--- src/rtl/btb_param.sv ---
// ---------------------------------------------------------------------------
// btb_param -- parameterised set-associative branch target buffer.
//
// Each set holds WAYS entries (1 or 2). An entry is a valid bit, a tag, a
// target address and a 2-bit saturating counter. With two ways, each set
// also keeps one LRU bit naming the way to replace next.
//
// The lookup is purely combinational from pc and the stored state, so it
// has zero latency. An update changes state at the next rising edge, which
// means a lookup in the same cycle as an update sees the old contents.
//
// Ports
//   clk          clock, all state changes on the rising edge
//   rst          synchronous active-high reset (clears valid/counter/LRU)
//   en           predictor enable; when low, lookups miss and updates are ignored
//   flush        invalidate every entry at the next edge (beats an update)
//   pc           fetch PC to look up
//   hit          a valid entry in pc's set has pc's tag
//   pred_taken   hit and the matching counter predicts taken
//   pred_target  matching target when pred_taken, else pc+1 (wrapping)
//   upd_valid    resolved-branch update strobe
//   upd_pc       PC of the resolved branch
//   upd_taken    actual outcome
//   upd_target   actual taken target
// ---------------------------------------------------------------------------
module btb_param #(
  parameter int ADDR_W = 16,
  parameter int IDX_W  = 4,
  parameter int WAYS   = 2
) (
  input  logic              clk,
  input  logic              rst,
  input  logic              en,
  input  logic              flush,
  input  logic [ADDR_W-1:0] pc,
  output logic              hit,
  output logic              pred_taken,
  output logic [ADDR_W-1:0] pred_target,
  input  logic              upd_valid,
  input  logic [ADDR_W-1:0] upd_pc,
  input  logic              upd_taken,
  input  logic [ADDR_W-1:0] upd_target
);

  localparam int SETS  = 1 << IDX_W;
  localparam int TAG_W = ADDR_W - IDX_W;

  // Address split: low bits pick the set, the rest form the tag.
  logic [IDX_W-1:0] idx;
  logic [IDX_W-1:0] upd_idx;
  logic [TAG_W-1:0] tag;
  logic [TAG_W-1:0] upd_tag;

  assign idx     = pc[IDX_W-1:0];
  assign tag     = pc[ADDR_W-1:IDX_W];
  assign upd_idx = upd_pc[IDX_W-1:0];
  assign upd_tag = upd_pc[ADDR_W-1:IDX_W];

  // Per-way views of the addressed sets, gathered from the way blocks.
  logic [WAYS-1:0]   look_match;
  logic [WAYS-1:0]   upd_match;
  logic [WAYS-1:0]   upd_way_valid;
  logic [WAYS-1:0]   way_write;
  logic [ADDR_W-1:0] way_target [WAYS];
  logic [1:0]        way_ctr    [WAYS];

  // Update control.
  logic upd_fire;     // an update is allowed to touch state this cycle
  logic upd_hit;      // update PC is already present
  logic upd_hit_way;
  logic inv_found;    // the update set has an empty way
  logic inv_way;
  logic alloc_way;
  logic upd_way;      // way that the update writes (hit way or victim)
  logic upd_lru;      // LRU way of the update set

  // rst is handled by priority inside the state registers.
  assign upd_fire = upd_valid & en & ~flush;

  generate
    for (genvar gi = 0; gi < WAYS; gi++) begin : g_way
      logic              valid_reg  [SETS];
      logic [TAG_W-1:0]  tag_reg    [SETS];
      logic [ADDR_W-1:0] target_reg [SETS];
      logic [1:0]        ctr_reg    [SETS];
      logic [1:0]        ctr_next;

      assign look_match[gi]    = valid_reg[idx] && (tag_reg[idx] == tag);
      assign upd_match[gi]     = valid_reg[upd_idx] && (tag_reg[upd_idx] == upd_tag);
      assign upd_way_valid[gi] = valid_reg[upd_idx];
      assign way_target[gi]    = target_reg[idx];
      assign way_ctr[gi]       = ctr_reg[idx];

      // A not-taken miss never allocates, so only hits and taken misses write.
      assign way_write[gi] = upd_fire && (upd_hit || upd_taken) && (upd_way == 1'(gi));

      // Fresh allocations start weakly taken; hits saturate up or down.
      always_comb begin
        ctr_next = 2'b10;
        if (upd_hit) begin
          if (upd_taken)
            ctr_next = (ctr_reg[upd_idx] == 2'b11) ? 2'b11 : ctr_reg[upd_idx] + 2'b01;
          else
            ctr_next = (ctr_reg[upd_idx] == 2'b00) ? 2'b00 : ctr_reg[upd_idx] - 2'b01;
        end
      end

      always_ff @(posedge clk) begin
        if (rst || flush) begin
          for (int s = 0; s < SETS; s++) begin
            valid_reg[s] <= 1'b0;
            ctr_reg[s]   <= 2'b00;
          end
        end else if (way_write[gi]) begin
          valid_reg[upd_idx] <= 1'b1;
          ctr_reg[upd_idx]   <= ctr_next;
        end
      end

      // Tag and target carry no reset; they are meaningless while invalid.
      // A not-taken hit keeps the old target.
      always_ff @(posedge clk) begin
        if (!rst && way_write[gi] && upd_taken) begin
          tag_reg[upd_idx]    <= upd_tag;
          target_reg[upd_idx] <= upd_target;
        end
      end
    end

    if (WAYS == 2) begin : g_lru
      logic lru_reg [SETS];

      assign upd_lru = lru_reg[upd_idx];

      // After any write the other way becomes the replacement candidate.
      always_ff @(posedge clk) begin
        if (rst || flush) begin
          for (int s = 0; s < SETS; s++)
            lru_reg[s] <= 1'b0;
        end else if (upd_fire && (upd_hit || upd_taken)) begin
          lru_reg[upd_idx] <= ~upd_way;
        end
      end
    end else begin : g_no_lru
      assign upd_lru = 1'b0;
    end
  endgenerate

  // Locate the matching way and the lowest-numbered empty way of the
  // update set. Scanning downward lets the lowest index win.
  always_comb begin
    upd_hit     = 1'b0;
    upd_hit_way = 1'b0;
    inv_found   = 1'b0;
    inv_way     = 1'b0;
    for (int w = WAYS - 1; w >= 0; w--) begin
      if (upd_match[w]) begin
        upd_hit     = 1'b1;
        upd_hit_way = 1'(w);
      end
      if (!upd_way_valid[w]) begin
        inv_found = 1'b1;
        inv_way   = 1'(w);
      end
    end
  end

  assign alloc_way = inv_found ? inv_way : upd_lru;
  assign upd_way   = upd_hit ? upd_hit_way : alloc_way;

  // Lookup mux: at most one way matches, so an OR-style scan is enough.
  logic              look_hit;
  logic [ADDR_W-1:0] sel_target;
  logic [1:0]        sel_ctr;

  always_comb begin
    look_hit   = 1'b0;
    sel_target = '0;
    sel_ctr    = 2'b00;
    for (int w = 0; w < WAYS; w++) begin
      if (look_match[w]) begin
        look_hit   = 1'b1;
        sel_target = way_target[w];
        sel_ctr    = way_ctr[w];
      end
    end
  end

  assign hit         = en & look_hit;
  assign pred_taken  = hit & sel_ctr[1];
  assign pred_target = pred_taken ? sel_target : pc + ADDR_W'(1);

endmodule

--- config.mk ---
export PLATFORM = sky130hd
export DESIGN_NAME = btb_param
export DESIGN_NICKNAME = d
export VERILOG_FILES = /design/src/rtl/btb_param.sv
export SDC_FILE = /design/constraint.sdc
export NUM_CORES = 1
export LEC_CHECK = 0
export BUFFER_PORTS_ARGS = -buffer_cell sky130_fd_sc_hd__buf_2
export CAP_MARGIN = 10
export CORE_ASPECT_RATIO = 1.4
export CORE_MARGIN = 5
export CORE_UTILIZATION = 39
export CTS_BUF_LIST = sky130_fd_sc_hd__clkbuf_16
export DETAILED_ROUTE_END_ITERATION = 8
export GPL_TIMING_DRIVEN = 0
export PLACE_DENSITY_LB_ADDON = 0.05
export SYNTH_ARGS = -nofsm -noshare
export SYNTH_HDL_FRONTEND = slang
export SYNTH_SLANG_ARGS = --single-unit
export TNS_END_PERCENT = 1
--- constraint.sdc ---
create_clock -name clk -period 15.3 [get_ports clk]
set_input_delay 1.53 -clock clk [delete_from_list [all_inputs] [get_ports clk]]
set_output_delay 1.53 -clock clk [all_outputs]
set_load 0.05 [all_outputs]
==> metrics.md, run 1 <==
| Metric | Value |
|---|---|
| Crit path DAT | `7510 ps` |
| Setup bufs post-CTS | `0` |
| DRC | `0` |
| Fill cells | `9,736` |
| DRT Wirelength | `161,000 um` |
| RSZ-0062 raised after global routing | `no` |
| Commonest non-fill, non-tap cell in the layout | `edfxtp_1` |
| Vias in the first global route | `27,100` |
| Number of flip-flops under the largest register name | `512` |
| Starting DRC count in detailed routing | `2,457` |
| Port bufs | `59` |
| Largest net degree at the start of global routing | `38` |
| Final nets | `2,677` |
| Row cnt | `146` |
| Final Hold Fails | `0` |
| Yosys cell types | `73` |
| Resized cells post-CTS | `0` |
| Die Height | `410 um` |
| Fin crit period | `9040 ps` |
| # IOs | `72` |
| Number of synthesized flops with an enable pin | `976` |
| DRT Pass-1 Iters | `6` |
| Total power | `6.07 mW` |
| Main synth FF type | `edfxtp_1` |
| Pwr per Cell Area | `119 nW/um^2` |
| Worst slew pin tran | `1280 ps` |
| Final Skew | `46.2 ps` |
| P&R area growth vs syn | `14.6%` |
| Post-synth ARST share | `0%` |
| TritonCTS clock tree | `built` |
| Gr ovfl total | `0` |
| Clock transition at the registers of the reported paths | `70 ps` |
| Critical path class | `input port to output port` |
| Synth Warn # | `0` |
| CP Capture Type | `output port` |
| Via/cell ratio | `6.11` |
| Clk buf depth | `3` |
| MaxCap Viol Count | `0` |
| HP Class | `flop to flop` |
| Full die area | `121,000 sq um` |
| Flops & latches, synth | `1,008` |
| R2R Path Start | `g_way[1].tag_reg[1][6]$_DFFE_PP_` |
| Most frequent cells in the layout | `976 x edfxtp_1, 344 x mux4_2, 130 x mux2i_1` |
| Core footprint | `113,000 sq um` |
| Worst path cell trace | `buf_2 > buf_6 > buf_12 > buf_2 > buf_2 > mux2i_1 > xnor2_1 > a2111oi_0 > nand4_1 > a211oi_1 > or4b_1 > buf_2 > buf_2 > nor2_1 > nor3_1 > buf_2` |
| Cells after Synth | `2,423` |
| Slowest-stage cell, CP | `a211oi_1` |
| H-Tree Depth | `3` |
| Routed length per instance | `38.4 um` |
| Vias | `25,600` |
| Max stage delay on crit path | `800 ps` |
| GRT Util Overall | `26.4%` |
| Final setup viols | `0` |
| Highest clock rate | `111 MHz` |
| Post-synth net total | `2,478` |
| Register area share after synthesis | `67.2%` |
| Fraction of layout cells with a size suffix above 1 | `28.9%` |
| Flip-flop and latch area | `29,900 sq um` |
| Die W | `296 um` |
| Required @ worst endpoint | `13,770 ps` |
| Period Utilization, post-route | `59.1%` |
| Max IR drop VDD | `0.0000884 V` |
| Hold slack final | `467 ps` |
| Status | `completed` |
| Num CTS Buffers | `101` |
| CP most frequent cell | `buf_2` |
| Multi-input logic area | `13,900 sq um` |
| Max-slew violation count | `0` |
| Post-Syn Area per Cell | `18.4 sq um` |
| Post-DRT Antenna Nets | `0` |
| Max transition margin | `14.5%` |
| Synthesized area | `44,600 sq um` |
| # clock sinks | `1,008` |
| Detailed-placement wirelength estimate | `113,000 um` |
| Initial Util | `39.3%` |
| Pleak | `16.5 nW` |
| Clock Latency Late Sink | `730 ps` |
| Hold Path Origin | `g_way[1].valid_reg[15]$_DFF_P_` |
| Startpoint types | `input port` |
| Initial antenna violation count | `8` |
| Hold buffer count at cts | `0` |
| Buffer type at the clock tree root | `clkbuf_16` |
| Gpl congestion | `0.913` |
| Critical-path maximum fanout | `10` |
| Critical Path Source | `pc[1]` |
| TNS Setup | `0 ps` |
| Global-route wire length before repair | `220,000 um` |
worst max-delay path: cells and delay by family:
family	cells	cell delay, ps
AO/OA/AOI/OAI	2	1370
multiplexers	1	460
buffers and inverters	8	2770
AND/OR/NAND/NOR	4	1210
XOR/XNOR	1	110
cells in the mapped netlist (all sizes together), types with 3 or more instances:
| cell type | n | area [sq um] |
|---|---|---|
| maj3 | 4 | 40.0 |
| nand2b | 12 | 75.1 |
| nor2 | 150 | 563 |
| o21a | 3 | 22.5 |
| a221oi | 16 | 146 |
| a31oi | 3 | 18.8 |
| nor2b | 20 | 125 |
| and3b | 3 | 26.3 |
| nand4 | 10 | 62.6 |
| xor2 | 19 | 166 |
| nor4 | 6 | 37.5 |
| xnor2 | 43 | 384 |
| a2111oi | 8 | 88.8 |
| o2bb2ai | 3 | 26.3 |
| or4 | 5 | 37.5 |
| a2bb2oi | 3 | 26.3 |
| o21ai | 48 | 240 |
| edfxtp | 976 | 29300 |
| dfxtp | 32 | 641 |
| clkbuf | 59 | 224 |
| a21oi | 40 | 208 |
| or3 | 5 | 31.3 |
| a21o | 6 | 45.0 |
| or2 | 19 | 119 |
| o2111ai | 4 | 35.0 |
| mux4 | 346 | 7800 |
| and2 | 7 | 43.8 |
| nor3 | 35 | 195 |
| nand2 | 117 | 439 |
| a22o | 7 | 61.3 |
| a22oi | 26 | 195 |
| buf | 109 | 706 |
| nand3 | 21 | 105 |
| mux2 | 36 | 405 |
| a211oi | 8 | 60.1 |
| inv | 10 | 37.5 |
| mux2i | 130 | 1300 |
| o22ai | 25 | 156 |
| and3 | 22 | 143 |
metrics by stage:
stage / utilization [%] / cell area, sq um / setup slack [ps] / cells
after floorplan: - / 44600 / 8480 / 2423
after global placement: 41.2 / 46700 / 5080 / 3962
after detailed placement: 42.0 / 47700 / 6640 / 3997
after CTS: 45.0 / 51100 / 6610 / 4184
after global routing: 45.0 / 51100 / 6450 / 4186
final: 45.1 / 51100 / 6260 / 4191
metal layers:
layer	wire length (um)	track usage, %
met4	9280	13.2
met5	41	0
met2	85100	47.6
met1	58300	30.7
met3	8340	3.64
final timing paths:
kind                                          to  slack [ps]  cells after the start
max                              pred_target[14]        6260                     16
min               g_way[1].valid_reg[15]$_DFF_P_         470                      2
max reg2reg  g_way[1].target_reg[2][7]$_DFFE_PP_       10320                     10
min reg2reg       g_way[1].valid_reg[15]$_DFF_P_         470                      2
logic make-up after synthesis:
group                      synth area share, %
AOI/OAI and AO/OA                         3.28
and+or+nand+nor                           4.70
DFF                                       67.2
muxes                                     21.3
buffers and inverters                     2.18
xor gates and xnor gates                  1.23
adders and majority gates                0.118
layout make-up:
cell class / count / area share [%]
plain buffers: 168 / 1.82
flip-flops and latches: 1008 / 58.6
clock buffers: 101 / 4.95
repair buffers: 96 / 2.04
multi-input cells: 1236 / 27.2
well taps: 1480 / 3.62
clock inverters: 86 / 1.65
inverters: 11 / 0.0808
diodes: 5 / 0.0245
power breakdown:
group / internal [mW] / switching (mW)
sequential: 3.04 / 0.00508
combinational: 0.165 / 0.309
clock: 1.43 / 1.12
total: 4.63 / 1.44
Power figures use the tool's default switching activity.
==> run 2: changes to the inputs <==
--- a/config.mk
+++ b/config.mk
@@ -5,6 +5,7 @@
 export SDC_FILE = /design/constraint.sdc
 export NUM_CORES = 1
 export LEC_CHECK = 0
+export ABC_AREA = 1
 export BUFFER_PORTS_ARGS = -buffer_cell sky130_fd_sc_hd__buf_2
 export CAP_MARGIN = 10
 export CORE_ASPECT_RATIO = 1.4
==> constraint.sdc (replaced) <==
create_clock -name clk -period 8.8 [get_ports clk]
set_input_delay 0.88 -clock clk [delete_from_list [all_inputs] [get_ports clk]]
set_output_delay 0.88 -clock clk [all_outputs]
set_load 0.05 [all_outputs]
==> run 2 against run 1 <==
  * Die area is 6.9% higher
  * Synthesized cell count is 100% higher
  * Clock power is 70% higher
  * Clock skew is 21 ps lower
  * Sequential share of layout area is 3.5 points lower
  * Highest routed layer unchanged
  * Largest power group unchanged
  * Clock-buffer cell count is 7 higher
==> metrics.md, run 2 <==
| Metric | Value |
|---|---|
| Status | `completed` |
| CP top delay family | `buffers and inverters` |
| Hold Path Origin | `g_way[0].valid_reg[5]$_DFF_P_` |
| Clock transition at the registers of the reported paths | `60 ps` |
| Combinational Power Share | `10.2%` |
| Count leader, synth | `nand2_1` |
| Hold path endpoint | `g_way[0].valid_reg[5]$_DFF_P_` |
| Initial antenna violation count | `10` |
| Synth cell count leaders | `1,507 x nand2_1, 976 x edfxtp_1, 445 x nor2_1` |
| Row cnt | `152` |
| R2R Path Start | `g_way[1].valid_reg[12]$_DFF_P_` |
| Post-synth ARST share | `0%` |
| Initial Util | `39.1%` |
| GRT Util Overall | `33.2%` |
| Final nets | `5,163` |
| Vias | `39,000` |
| Pwr per Cell Area | `197 nW/um^2` |
| Pleak | `21.1 nW` |
| Worst R2R Path Depth | `16` |
| Resized cells post-CTS | `0` |
| Number of flip-flops under the largest register name | `512` |
| Yosys cell types | `46` |
| Full die area | `130,000 sq um` |
| Worst path cell trace | `buf_2 > inv_2 > clkbuf_1 > buf_1 > nand3_1 > nand3_1 > nand2_1 > nor2_1 > nand3_1 > nor2_1 > nand3_1 > nand2_1 > nand2_2 > inv_2 > buf_4 > nand2_1 > nand2_1 > buf_2` |
| HP Class | `flop to flop` |
| Worst Path Buf+Inv | `7` |
| Via/cell ratio | `5.72` |
| # IOs | `72` |
| Post-synth net total | `4,956` |
| Worst slew pin tran | `1370 ps` |
| Fraction of layout cells with a size suffix above 1 | `10.7%` |
| Vias in the first global route | `37,600` |
| Post-synth top area share | `61.4%` |
| DRC | `0` |
| Highest clock rate | `141 MHz` |
| Die Height | `424 um` |
| Main synth FF type | `edfxtp_1` |
| Crit path DAT | `6220 ps` |
| Fin crit period | `7100 ps` |
| TNS Setup | `0 ps` |
| Largest net degree at the start of global routing | `38` |
| Port bufs | `67` |
| TritonCTS clock tree | `built` |
| Critical path class | `input port to output port` |
| Number of synthesized flops with an enable pin | `976` |
| Final Skew | `25.3 ps` |
| Switching power share of the total | `26.4%` |
| Total power | `10.7 mW` |
| Post-Syn Area per Cell | `9.74 sq um` |
| Final setup viols | `0` |
| Switch Pwr | `2.83 mW` |
| Gr ovfl total | `0` |
| Hold Path Cell Cnt | `2` |
| Startpoint types | `input port` |
| Hold buffer count at cts | `0` |
| Clk buf depth | `3` |
| Clock group share of total power | `40.5%` |
| Internal | `7.89 mW` |
| P&R area growth vs syn | `13.7%` |
| Gpl congestion | `0.976` |
| Required @ worst endpoint | `7920 ps` |
| Max IR drop VDD | `0.000177 V` |
| Core footprint | `122,000 sq um` |
| Reg2reg end | `g_way[1].target_reg[5][1]$_DFFE_PP_` |
| Buffer type at the clock tree root | `clkbuf_16` |
| Max transition margin | `8.89%` |
| Commonest non-fill, non-tap cell in the layout | `nand2_1` |
| Global-route wire length before repair | `299,000 um` |
| Post-DRT Antenna Nets | `0` |
| Flop2flop setup slack | `4490 ps` |
| Cells after Synth | `4,901` |
| Die W | `306 um` |
| DRT Wirelength | `222,000 um` |
| Critical-path maximum fanout | `11` |
| MaxCap Viol Count | `0` |
| Max stage delay on crit path | `980 ps` |
| Sequential Power Share | `49.3%` |
| Period Utilization, post-route | `80.6%` |
| Flops & latches, synth | `1,008` |
| Final Hold Fails | `0` |
| H-Tree Depth | `3` |
| Post-synth top area cell | `edfxtp_1` |
| RSZ-0062 raised after global routing | `no` |
| Synth Warn # | `0` |
| Synthesized area | `47,800 sq um` |
| Num CTS Buffers | `102` |
| Starting DRC count in detailed routing | `3,947` |
| Routed length per instance | `32.6 um` |
| Clock Latency Late Sink | `730 ps` |
| DRT Pass-1 Iters | `8` |
| Detailed-placement wirelength estimate | `160,000 um` |
| Register area share after synthesis | `62.7%` |
| Most frequent cells in the layout | `1,507 x nand2_1, 976 x edfxtp_1, 413 x nor2_1` |
| Slowest-stage cell, CP | `clkbuf_1` |
| CP Capture Type | `output port` |
| Setup bufs post-CTS | `0` |
| # clock sinks | `1,008` |
| Synth area leaders | `edfxtp_1 61%, nand2_1 12%, nor2_1 3.5%` |
| Max-slew violation count | `0` |
==> run 2: tightest hold or removal path, cell delays in order (launching register included) <==
cell and delay [ps]:
dfxtp_1 310, nand2_1 60, nand2_1 50
==> run 2: power groups by stage <==
stage          sequential, mW  clock, mW  combinational [mW]
5_1_grt                  5.28       4.57                1.13
4_1_cts                  5.28       4.38                1.07
3_3_place_gp             5.38          0                1.06
6_report                 5.28       4.35                1.09
3_5_place_dp             5.38          0                1.07
2_1_floorplan            5.38          0               0.516
==> run 2: kinds of logic after synthesis <==
| kind of cell | count (synthesis) | share of synthesized area, % |
|---|---|---|
| AND/OR/NAND/NOR | 2391 | 20.7 |
| flip-flops | 1008 | 62.7 |
| AO/OA/AOI/OAI | 788 | 9.73 |
| buffers and inverters | 701 | 6.61 |
| XOR/XNOR | 12 | 0.220 |
| adder cells (fa/ha/maj) | 1 | 0.0262 |
==> run 2: routing by layer <==
layer / vias up / global-route usage (%) / share of wire [%]
met5: - / 0 / 0.025
met4: 8 / 25.3 / 9.4
met3: 704 / 5.24 / 7.0
met2: 1952 / 58.1 / 49
met1: 19100 / 36.2 / 34
li1: 17200 / - / -
==> run 2: how the worst max path moves through the flow <==
stage	depth (start not counted)	from	slack [ps]	endpoint
final	18	pc[3]	1700	pred_target[2]
after global routing	18	pc[3]	1740	pred_target[2]
after CTS	18	pc[3]	1840	pred_target[2]
after detailed placement	18	pc[3]	1870	pred_target[2]
after global placement	15	upd_pc[2]	380	g_way[1].target_reg[5][8]$_DFFE_PP_
after floorplan	20	pc[0]	4400	pred_target[10]
==> run 2: final cells by class <==
class	instances	area, sq um
inverters	401	1510
plain buffers	300	1650
flip-flops and latches	1008	29900
clock buffers	108	2700
clock inverters	80	519
well taps	1617	2020
fillers	11900	67800
repair buffers	103	1060
diodes	4	10.0
multi-input cells	3192	14900
==> run 2: through the flow <==
step | hold WS [ps] | setup slack (ps) | util [%] | cell area (sq um) | std cells
3_3_place_gp | 443 | 380 | 41.0 | 50100 | 6585
3_5_place_dp | 440 | 1870 | 41.8 | 51100 | 6619
6_report | 457 | 1700 | 44.5 | 54300 | 6813
5_1_grt | 472 | 1740 | 44.5 | 54300 | 6809
2_1_floorplan | 427 | 4400 | - | 47800 | 4901
4_1_cts | 457 | 1840 | 44.4 | 54300 | 6807
